$ cat config.mk
export PLATFORM = sky130hd
export DESIGN_NAME = seven_seg_scan
export DESIGN_NICKNAME = d
export VERILOG_FILES = /design/src/rtl/seven_seg_pkg.sv /design/src/rtl/seven_seg_decode.sv /design/src/rtl/seven_seg_scan.sv
export SDC_FILE = /design/constraint.sdc
export NUM_CORES = 1
export LEC_CHECK = 0
export CAP_MARGIN = 20
export CELL_PAD_IN_SITES_DETAIL_PLACEMENT = 1
export CELL_PAD_IN_SITES_GLOBAL_PLACEMENT = 1
export CORE_UTILIZATION = 40
export DETAILED_ROUTE_END_ITERATION = 8
export GPL_ROUTABILITY_DRIVEN = 0
export GPL_TIMING_DRIVEN = 0
export MAX_ROUTING_LAYER = met4
export PLACE_DENSITY = 0.75
export SYNTH_ARGS = -nofsm -noshare
export SYNTH_HDL_FRONTEND = slang
export SYNTH_SLANG_ARGS = --single-unit
$ cat constraint.sdc
create_clock -name clk -period 2.75 [get_ports clk]
set_input_delay 0.4125 -clock clk [delete_from_list [all_inputs] [get_ports clk]]
set_output_delay 0.4125 -clock clk [all_outputs]
set_load 0.05 [all_outputs]
$ cat src/rtl/seven_seg_pkg.sv
// Shared glyph table and nibble-to-segment decode for the seven-segment scanner.
// Segment order is abcdefg, with seg[6] = a and seg[0] = g.
package seven_seg_pkg;

  localparam logic [6:0] GLYPH_0   = 7'b1111110;
  localparam logic [6:0] GLYPH_1   = 7'b0110000;
  localparam logic [6:0] GLYPH_2   = 7'b1101101;
  localparam logic [6:0] GLYPH_3   = 7'b1111001;
  localparam logic [6:0] GLYPH_4   = 7'b0110011;
  localparam logic [6:0] GLYPH_5   = 7'b1011011;
  localparam logic [6:0] GLYPH_6   = 7'b1011111;
  localparam logic [6:0] GLYPH_7   = 7'b1110000;
  localparam logic [6:0] GLYPH_8   = 7'b1111111;
  localparam logic [6:0] GLYPH_9   = 7'b1111011;
  localparam logic [6:0] GLYPH_A   = 7'b1110111;
  localparam logic [6:0] GLYPH_B   = 7'b0011111;
  localparam logic [6:0] GLYPH_C   = 7'b1001110;
  localparam logic [6:0] GLYPH_D   = 7'b0111101;
  localparam logic [6:0] GLYPH_E   = 7'b1001111;
  localparam logic [6:0] GLYPH_F   = 7'b1000111;
  localparam logic [6:0] SEG_BLANK = 7'b0000000;

  // In BCD mode, codes above 9 have no glyph and are shown blank.
  function automatic logic [6:0] decode_glyph(input logic [3:0] nibble, input logic hex_mode);
    logic [6:0] glyph;
    case (nibble)
      4'h0:    glyph = GLYPH_0;
      4'h1:    glyph = GLYPH_1;
      4'h2:    glyph = GLYPH_2;
      4'h3:    glyph = GLYPH_3;
      4'h4:    glyph = GLYPH_4;
      4'h5:    glyph = GLYPH_5;
      4'h6:    glyph = GLYPH_6;
      4'h7:    glyph = GLYPH_7;
      4'h8:    glyph = GLYPH_8;
      4'h9:    glyph = GLYPH_9;
      4'hA:    glyph = GLYPH_A;
      4'hB:    glyph = GLYPH_B;
      4'hC:    glyph = GLYPH_C;
      4'hD:    glyph = GLYPH_D;
      4'hE:    glyph = GLYPH_E;
      default: glyph = GLYPH_F;
    endcase
    if (!hex_mode && nibble > 4'd9) glyph = SEG_BLANK;
    return glyph;
  endfunction

endpackage

$ cat src/rtl/seven_seg_decode.sv
// Combinational nibble-to-glyph decoder.
// The output is active-high; polarity is applied by the scanner.
module seven_seg_decode
  import seven_seg_pkg::*;
(
  input  logic [3:0] nibble,
  input  logic       hex_mode,
  output logic [6:0] glyph
);

  assign glyph = decode_glyph(nibble, hex_mode);

endmodule

$ cat src/rtl/seven_seg_scan.sv
// Multiplexed seven-segment scanner with frame-aligned display updates.
// A new value is held in a shadow register and moves to the display only at a frame boundary.
module seven_seg_scan
  import seven_seg_pkg::*;
#(
  parameter int NUM_DIGITS     = 4,
  parameter int PRESCALE       = 1000,
  parameter bit SEG_ACTIVE_LOW = 1'b0
) (
  input  logic                    clk,
  input  logic                    rst_n,
  input  logic                    load,
  input  logic [4*NUM_DIGITS-1:0] value,
  input  logic [NUM_DIGITS-1:0]   dp_in,
  input  logic                    hex_mode,
  output logic [6:0]              seg,
  output logic                    dp,
  output logic [NUM_DIGITS-1:0]   digit_en,
  output logic                    frame_done
);

  localparam int PW = $clog2(PRESCALE + 1);
  localparam int IW = (NUM_DIGITS > 1) ? $clog2(NUM_DIGITS) : 1;
  localparam logic [6:0]            SEG_INV = {7{SEG_ACTIVE_LOW}};
  localparam logic [NUM_DIGITS-1:0] EN_INV  = {NUM_DIGITS{SEG_ACTIVE_LOW}};

  logic [PW-1:0]             presc_cnt;
  logic [IW-1:0]             idx;
  logic                      tick;
  logic                      frame_edge;
  logic [4*NUM_DIGITS-1:0]   shadow_value;
  logic [NUM_DIGITS-1:0]     shadow_dp;
  logic [4*NUM_DIGITS-1:0]   disp_value;
  logic [NUM_DIGITS-1:0]     disp_dp;
  logic                      pending;
  logic [3:0]                cur_nibble;
  logic                      cur_dp;
  logic [NUM_DIGITS-1:0]     cur_onehot;
  logic [6:0]                cur_glyph;

  assign tick       = (presc_cnt == PW'(PRESCALE - 1));
  assign frame_edge = tick && (idx == IW'(NUM_DIGITS - 1));

  // NOTE: sequential state uses non-blocking assignments so every register samples pre-edge values.
  always_ff @(posedge clk or negedge rst_n) begin
    if (!rst_n) begin
      presc_cnt <= '0;
      idx       <= '0;
    end else begin
      presc_cnt <= tick ? '0 : presc_cnt + 1'b1;
      if (tick) idx <= (idx == IW'(NUM_DIGITS - 1)) ? '0 : idx + 1'b1;
    end
  end

  // A load on the boundary cycle bypasses the shadow so it lands in the very next frame.
  always_ff @(posedge clk or negedge rst_n) begin
    if (!rst_n) begin
      shadow_value <= '0;
      shadow_dp    <= '0;
      disp_value   <= '0;
      disp_dp      <= '0;
      pending      <= 1'b0;
    end else begin
      if (load) begin
        shadow_value <= value;
        shadow_dp    <= dp_in;
      end
      if (frame_edge) begin
        pending <= 1'b0;
        if (load) begin
          disp_value <= value;
          disp_dp    <= dp_in;
        end else if (pending) begin
          disp_value <= shadow_value;
          disp_dp    <= shadow_dp;
        end
      end else if (load) begin
        pending <= 1'b1;
      end
    end
  end

  // NOTE: every always_comb output gets a default first, so no path leaves it unassigned (no latch).
  always_comb begin
    cur_nibble = '0;
    cur_dp     = 1'b0;
    cur_onehot = '0;
    for (int i = 0; i < NUM_DIGITS; i++) begin
      if (idx == IW'(i)) begin
        cur_nibble    = disp_value[4*i +: 4];
        cur_dp        = disp_dp[i];
        cur_onehot[i] = 1'b1;
      end
    end
  end

  seven_seg_decode u_decode (
    .nibble   (cur_nibble),
    .hex_mode (hex_mode),
    .glyph    (cur_glyph)
  );

  // Output registers hold physical pin levels; reset leaves every pin at its inactive level.
  always_ff @(posedge clk or negedge rst_n) begin
    if (!rst_n) begin
      seg        <= SEG_INV;
      dp         <= SEG_ACTIVE_LOW;
      digit_en   <= EN_INV;
      frame_done <= 1'b0;
    end else begin
      seg        <= cur_glyph ^ SEG_INV;
      dp         <= cur_dp ^ SEG_ACTIVE_LOW;
      digit_en   <= cur_onehot ^ EN_INV;
      frame_done <= frame_edge;
    end
  end

endmodule

* After elaboration in Yosys (flattened, before gate mapping)
Memory sizes are Yosys's and may differ from the RTL's. Index checks and enable logic that the tools add are counted.
Operators by class: $add $sub $neg 2, multiply operators 0, div/mod/pow operators 0, order comparisons 1, equality and inequality tests 4, shift operators 0, muxes and demuxes 21, bitwise logic cells 0, reduce and logical (&&, ||, !) cells 7
Operator list (count):
- 16-bit 2-to-1 mux | 2
- 4-bit 2-to-1 mux | 6
- 10-bit by 1-bit adder with 10-bit output (second input constant) | 1
- 10-bit equality test (second input constant) | 1
- 1-bit 2-to-1 mux | 10
- 10-bit 2-to-1 mux | 1
- 7-bit 2-to-1 mux | 1
- 2-bit equality test (second input constant) | 2
- 4-bit > comparator (second input constant) | 1
- 2-bit nonzero test | 2
- 2-bit by 1-bit adder with 2-bit output (second input constant) | 1
- 2-bit by 1-bit equality test with 1-bit output (second input constant) | 1
- 1-bit logical AND | 2
- 2-bit zero test | 1
- 2-bit 2-to-1 mux | 1
- 2-bit AND reduction | 1
- 1-bit zero test | 1
Storage, ports and cells: flip-flop bits (word level) 66, latch bits 0, bits in writable memories 0, ROM bits 112, input port bits 24, output and inout bits 13, word-level logic and storage cells 47, memories 1
Memory list:
- (no name shown) | depth 16, bits a word 7, rd ports 1, clocked after Yosys merged registers in 0, wr ports 0, RTL line seven_seg_pkg.sv:26 | case (nibble)

* Longest topological paths before layout
Gate-level depths: netlist of run 1.
depth after elaboration 8, depth in mapped cells 13

* By module
A second synthesis of run 1 with hierarchy kept.
Second synthesis, totals: cells, all modules 238, area, all modules 3055.4 sq um
By module, submodules not included:
- seven_seg_scan | instances 1, cells each 192, area each 2735.1 sq um, seq. area each 1651.6 sq um
- seven_seg_decode | instances 1, cells each 46, area each 320.3 sq um, seq. area each 0.0 sq um

* Worst setup path before layout of run 1
No wires, ideal clock.
path kind reg2reg, start register idx[0], end register seg[0], arrival time 2427 ps, required time 2601 ps, path slack 174 ps, stages on the path, launching flop included 10, cell sequence dfrtp_1 -> ha_1 -> inv_2 -> nand2_1 -> o221ai_1 -> inv_1 -> ha_1 -> or2_2 -> a211oi_2 -> a211oi_1
Between the ends: longest elaborated chain between the ends 8, elaborated cells on any way between the ends 12
RTL lines:
- start: declaration | RTL line seven_seg_scan.sv:28 | logic [IW-1:0] idx;
- start signal: assignment | RTL line seven_seg_scan.sv:51 | if (tick) idx <= (idx == IW'(NUM_DIGITS - 1)) ? '0 : idx + 1'b1;
- 2-bit zero test | RTL line seven_seg_scan.sv:89 | if (idx == IW'(i)) begin
- 4-bit 2-to-1 mux (3 in a row) | RTL line seven_seg_scan.sv:89
- 4-bit 2-to-1 mux * | RTL line seven_seg_scan.sv:89
- 4-bit > comparator | RTL line seven_seg_pkg.sv:44 | if (!hex_mode && nibble > 4'd9) glyph = SEG_BLANK;
- 1-bit logical AND | RTL line seven_seg_pkg.sv:44
- 7-bit 2-to-1 mux * | RTL line seven_seg_pkg.sv:44
- named net cur_glyph[0] | RTL line seven_seg_scan.sv:39 | logic [6:0] cur_glyph;
- end signal: assignment | RTL line seven_seg_scan.sv:111 | seg <= cur_glyph ^ SEG_INV;
- end: declaration | RTL line seven_seg_scan.sv:16 | output logic [6:0] seg,
Mark *: on every way through the listed nets, which the timed path passes. The rest lies on a longest branch. A chain may end at the register's enable or synchronous reset.

* Worst setup path in the final report of run 1
Same ends and word-level chain as after synthesis.

==> key figures, run 1 <==
Outcome
  • Status: complete, no violations

Timing
  • Relative slew slack: 44.7%
  • RSZ-0062 raised after global routing: no
  • Setup Skew: 10.1 ps
  • Setup TNS: 0 ps
  • Final max-slew violation count: 0
  • Fmax: 390 MHz
  • Slew @ Worst Pin: 829 ps
  • Final setup fails: 0
  • Final Hold Vio Count: 0
  • Tmin final: 2560 ps
  • Final Cycle Share: 93.1%
  • Hold slack: 144 ps

Synthesis
  • Yosys cell types: 42
  • Synth area leaders: dfrtp_1 (56%), mux2_2 (8.0%), mux2_1 (7.6%)
  • Most used DFF post-synth: dfrtp_1
  • Post-synth top area share: 56.0%
  • Top-count cell post-synth: dfrtp_1
  • EDFF count, synth: 0
  • Syn Nets: 260
  • Synth cell count leaders: dfrtp_1 (66), mux2_2 (21), mux2_1 (20), nand2_1 (17)
  • Mean area per synthesized cell: 13.1 sq um
  • Post-synth ARST share: 100%
  • Dominant cell type by area after synthesis: dfrtp_1
  • YS warnings: 0
  • #FFs+latches synth: 66
  • Synthesized cell area: 2950 sq um
  • Register area share after synthesis: 56.0%
  • Mapped Cells: 225

Floorplanning
  • CORE AREA: 6940 sq um
  • DIE WIDTH: 87.8 microns
  • Die area: 7720 sq um
  • I/O Pins: 37
  • Die Y: 87.8 microns
  • Row count: 30
  • Initial core utilization: 42.5%

Clocking
  • # H-tree levels: 3
  • Reg clk slew, reported paths: 70 ps
  • Num CTS Buffers: 9
  • Clock sinks: 66
  • Root Driver: clkbuf_8
  • Bufs on Longest Clock Path: 2
  • Clk_lat worst skew: 340 ps
  • CTS tree: built

Drt
  • Initial DRC count: 76
  • Final ANT Viol Nets: 0
  • Final WL: 5.98 mm
  • Vias post-DR: 1890
  • Residual DRC count: 0
  • Via density: 5.01
  • Drt pass-1 iters: 2
  • Routed wire per std cell: 15.9 microns

Critical path
  • Reg2Reg Setup Slack: 190 ps
  • CP Data Required Time: 2960 ps
  • Critical path startpoint category: flip-flop
  • Critical Path AT: 2770 ps
  • Crit. End Element: flip-flop
  • Worst Path Max Fanout: 6
  • WP buf/inv: 1
  • R2R depth: 9
  • CP peak stage delay: 410 ps
  • Cell chain of the critical path: inv_1, ha_4, nand2_1, o211ai_1, o221ai_2, ha_1, or2_2, a211oi_4, a211oi_1
  • Largest delay contributor family on the critical path: compound AO/OA/AOI/OAI gates
  • Stages on the worst setup path: 9
  • Slowest-stage cell, CP: dfrtp_1
  • Crit path kind: reg2reg

Power and ir drop
  • P_leak: 1.65 nW
  • Cell Pwr Density: 513 nW/um^2
  • Worst vdd ir: 0.312 mV
  • Tot Pwr: 0.00191 W

Finish
  • Finished Layout Cells: 377
  • Area growth syn-to-layout: 25.9%
  • Share of cells above drive strength 1: 23.1%
  • Nets: 312
  • Antenna diodes: 0

GRT
  • First-pass GRT wire length: 10.2 mm
  • Largest net degree at the start of global routing: 67
  • Gr ovfl total: 0
  • Antenna violations before repair: 0
  • Vias in the first global route: 2040
  • Total global-route track usage: 18.5%

Place
  • Dpl hpwl: 4.07 mm
  • Port buffer count: 36
  • Placed insts: 357

Flow run
  • Max Cap Viol: 0

Hold path
  • Hold Crit Class: in2async
==> metal layers <==
metal	track usage (%)	part of all wire, %	up-vias
met5	-	0	-
met4	7.75	1.8	0
met3	5.66	3.2	9
met2	29.7	50	28
met1	21.6	45	951
li1	-	-	902
==> report_power, final <==
group | total [W] | internal, W | switching, W
Sequential | 0.00101 | 0.000999 | 0.00000670
Clock | 0.000799 | 0.000435 | 0.000364
Combinational | 0.000101 | 0.0000557 | 0.0000453
Total | 0.00191 | 0.00149 | 0.000416
==> metrics by stage <==
step	instance area [sq um]	util, %	setup WS (ps)
after CTS	3660	52.7	23.1
after global placement	3430	49.4	-891
after detailed placement	3430	49.3	-366
after floorplan	2950	-	174
final	3710	53.5	189
after global routing	3710	53.5	16.0
==> cells by family after synthesis <==
kind of cell | share of synthesized area (%)
flops | 56.0
compound gates | 9.17
xor+xnor | 1.49
fa+ha+maj | 4.67
simple gates | 9.42
buf+inv | 2.55
mux | 16.7
==> final cells by class <==
cell class,instances,area (sq um)
Clock buffer,10,138
Tap cell,96,120
Multi-Input combinational cell,144,1270
Timing Repair Buffer,41,395
Clock inverter,5,55.1
Inverter,8,32.5
Buffer,7,45.0
Sequential cell,66,1650
Fill cell,715,3230
==> repair_timing <==
item | 4_1_cts | 5_1_grt
endpoints found under the hold margin | 0 | 0
pin swaps | 1 | 3
hold buffers | 0 | 0
buffers inserted | 1 | 4
endpoints found under the setup margin | 7 | 7
resized for setup | 5 | 5
==> placed cells by master (no fill, tap or decap), types with 3 or more instances in the layout <==
master and n:
o21ai_0 8, xor2_1 4, clkdlybuf4s50_1 35, mux2i_1 3, nand2_1 17, clkbuf_1 3, a211oi_1 4, buf_4 9
nand3_1 4, nor2_1 11, clkbuf_8 10, nor3_1 4, dfrtp_1 66, nor2b_1 3, a21oi_1 6, inv_1 7
mux2_2 21, mux2_1 20, ha_1 8
==> final timing paths <==
check                              start             end
max                               idx[0]          seg[0]
min                                rst_n   disp_value[4]
max reg2reg                       idx[0]          seg[0]
min reg2reg                disp_value[0]   disp_value[0]
max in group asynchronous          rst_n  disp_value[13]
min in group clk           disp_value[0]   disp_value[0]
==> registers in the layout (all words and copies together), names as in the netlist <==
register and cells:
frame_done 1, seg 7, shadow_dp 4, dp 1
pending 1, idx 2, digit_en 4, presc_cnt 10
disp_dp 4, shadow_value 16, disp_value 16
(Power assumes the default switching activity.)
==> run 2, diff against run 1 <==
--- a/config.mk
+++ b/config.mk
@@ -8,6 +8,7 @@
 export CAP_MARGIN = 20
 export CELL_PAD_IN_SITES_DETAIL_PLACEMENT = 1
 export CELL_PAD_IN_SITES_GLOBAL_PLACEMENT = 1
+export CORE_MARGIN = 8
 export CORE_UTILIZATION = 40
 export DETAILED_ROUTE_END_ITERATION = 8
 export GPL_ROUTABILITY_DRIVEN = 0
==> run 2 against run 1 <==
Effect of this change: worst setup slack lost 36 ps; highest routed layer unchanged; via count is 2.1% higher; global-route usage down 5.0 points.
==> key figures, run 2 (same netlist as run 1, synthesis figures left out) <==
Critical path
  • Reg2reg start: idx[1] (was idx[0])
  • Worst setup path start: idx[1] (was idx[0])
  • Crit. End Element: flip-flop (unchanged)
  • Crit path kind: reg2reg (unchanged)
  • CP Data Required Time: 2960 ps (about the same)
  • Worst Path Max Fanout: 10 (was 6)
  • Reg2Reg Setup Slack: 150 ps (was 190 ps)
  • RR Endpoint: seg[1] (was seg[0])
  • Critical path startpoint category: flip-flop (unchanged)
  • R2R depth: 9 (unchanged)
  • Critical Path AT: 2810 ps (was 2770 ps)

Finish
  • Area growth syn-to-layout: 26.3% (was 25.9%)
  • Commonest cells after routing, fill and taps aside: dfrtp_1 (66), clkdlybuf4s50_1 (35), mux2_2 (21) (unchanged)
  • Commonest non-fill, non-tap cell in the layout: dfrtp_1 (unchanged)
  • Largest registers: disp_value: 16 flops, shadow_value: 16 flops, presc_cnt: 10 flops (unchanged)
  • Post-Route Utilization: 51.6% (was 53.5%)
  • Nets: 311 (was 312)
  • Antenna diodes: 0 (unchanged)
  • FILL cells: 762 (was 715)
  • Share of cells above drive strength 1: 22.4% (was 23.1%)

Timing
  • Final setup fails: 0 (unchanged)
  • Final Cycle Share: 94.5% (was 93.1%)
  • Setup Skew: 5.62 ps (was 10.1 ps)
  • Relative slew slack: 44.9% (was 44.7%)
  • Final max-slew violation count: 0 (unchanged)
  • Hold slack: 160 ps (was 144 ps)
  • Final Hold Vio Count: 0 (unchanged)
  • Setup TNS: 0 ps (unchanged)
  • Slew @ Worst Pin: 827 ps (was 829 ps)
  • Fmax: 385 MHz (was 390 MHz)
  • Tmin final: 2600 ps (was 2560 ps)
  • Final WS setup: 152 ps (was 189 ps)

Clocking
  • # H-tree levels: 3 (unchanged)
  • Clk_lat worst skew: 340 ps (about the same)
  • Root Driver: clkbuf_8 (unchanged)
  • Clock sinks: 66 (unchanged)
  • CTS tree: built (unchanged)
  • Reg clk slew, reported paths: 70 ps (about the same)
  • Num CTS Buffers: 9 (unchanged)
  • Bufs on Longest Clock Path: 2 (unchanged)

Place
  • Dpl hpwl: 4.32 mm (was 4.07 mm)
  • Setup WS pre-CTS: -346 ps (was -366 ps)
  • Port buffer count: 36 (unchanged)

Power and ir drop
  • P_leak: 1.65 nW (about the same)
  • Sequential group share of total power: 52.1% (was 52.8%)
  • Cell Pwr Density: 519 nW/um^2 (was 513 nW/um^2)
  • Sw power: 0.000407 W (was 0.000416 W)
  • Sw frac: 21.1% (was 21.8%)
  • Worst vdd ir: 0.237 mV (was 0.312 mV)
  • Logic pwr share: 5.3% (about the same)
  • Int Pwr: 0.00152 W (was 0.00149 W)
  • Clock power share: 42.6% (was 41.9%)

Drt
  • Residual DRC count: 0 (unchanged)
  • Final ANT Viol Nets: 0 (unchanged)
  • Via density: 5.08 (was 5.01)
  • Initial DRC count: 58 (was 76)
  • Final WL: 6.26 mm (was 5.98 mm)
  • Vias post-DR: 1929 (was 1890)
  • Drt pass-1 iters: 4 (was 2)
  • Routed wire per std cell: 16.5 microns (was 15.9 microns)

GRT
  • Total global-route track usage: 13.5% (was 18.5%)
  • Largest net degree at the start of global routing: 67 (unchanged)
  • M2 GR Usage: 21.3% (was 29.7%)
  • Met1 Use GR: 15.7% (was 21.6%)
  • Grt met3 use: 2.72% (was 5.66%)
  • Gr ovfl total: 0 (unchanged)
  • First-pass GRT wire length: 10.5 mm (was 10.2 mm)
  • Vias in the first global route: 2149 (was 2040)
  • Antenna violations before repair: 0 (unchanged)
  • Busiest grt layer: met2 (unchanged)

Hold path
  • Hold Crit Class: in2async (unchanged)

Floorplanning
  • CORE AREA: 7210 sq um (was 6940 sq um)
  • Die Y: 102 microns (was 87.8 microns)
  • Row count: 31 (was 30)
  • Initial core utilization: 40.9% (was 42.5%)
  • DIE WIDTH: 102 microns (was 87.8 microns)
  • Die area: 10400 sq um (was 7720 sq um)
  • I/O Pins: 37 (unchanged)

Outcome
  • Status: complete, no violations (unchanged)

Flow run
  • Max Cap Viol: 0 (unchanged)
## run 2: routing by layer
layer / up-vias / routed length [microns]
met1: 985 / 2760
met4: 0 / 145
li1: 903 / -
met2: 29 / 3090
met3: 12 / 253
met5: - / 0
## run 2: area by class of cell
type | count | area (sq um) | area share [%]
Sequential cell | 66 | 1650 | 44.4
Buffer | 7 | 45.0 | 1.21
Clock buffer | 14 | 163 | 4.37
Tap cell | 99 | 124 | 3.33
Clock inverter | 2 | 35.0 | 0.941
Timing Repair Buffer | 40 | 388 | 10.4
Inverter | 8 | 32.5 | 0.874
Multi-Input combinational cell | 144 | 1280 | 34.5
## run 2: critical path: stages (launching register included)
cell and delay (ps):
dfrtp_1 420, inv_1 120, ha_1 230, buf_6 150
o211ai_1 250, o221ai_2 220, ha_1 300, or2_2 330
a211oi_4 350, a211oi_1 90
## run 2: repair_timing
| item | CTS | global route |
|---|---|---|
| hold buffers | 0 | 0 |
| setup buffers | 1 | 3 |
| setup endpoints to repair | 7 | 6 |
| pin swaps | 1 | 2 |
| gates cloned | 0 | 0 |
| resized for setup | 6 | 6 |
## run 2: power by group through the flow
stage	logic (W)	clock network (W)	registers, W
2_1_floorplan	0.0000412	0	0.00102
3_3_place_gp	0.000103	0	0.00102
3_5_place_dp	0.000106	0	0.00103
4_1_cts	0.000106	0.000842	0.00101
5_1_grt	0.000115	0.000887	0.00101
6_report	0.000102	0.000823	0.00101
## run 2: how the worst max path moves through the flow
stage | endpoint | slack [ps] | cells after the start
after floorplan | seg[0] | 170 | 9
after global placement | presc_cnt[6] | -890 | 1
after detailed placement | seg[1] | -350 | 9
after CTS | seg[1] | 30 | 10
after global routing | seg[1] | -10 | 9
final | seg[1] | 150 | 9
## run 2: metrics by stage
step | instance area, sq um | std cells | power, W
3_5_place_dp | 3430 | 360 | 0.00113
6_report | 3720 | 380 | 0.00193
4_1_cts | 3670 | 377 | 0.00195
3_3_place_gp | 3430 | 360 | 0.00113
2_1_floorplan | 2950 | 225 | 0.00106
5_1_grt | 3720 | 380 | 0.00201
==> run 3, diff against run 2 <==
--- a/config.mk
+++ b/config.mk
@@ -5,6 +5,7 @@
 export SDC_FILE = /design/constraint.sdc
 export NUM_CORES = 1
 export LEC_CHECK = 0
+export ABC_CLOCK_PERIOD_IN_PS = 2750
 export CAP_MARGIN = 20
 export CELL_PAD_IN_SITES_DETAIL_PLACEMENT = 1
 export CELL_PAD_IN_SITES_GLOBAL_PLACEMENT = 1
==> results of run 3 <==
No change in the layout: final DEF, timing and power equal those of run 2.
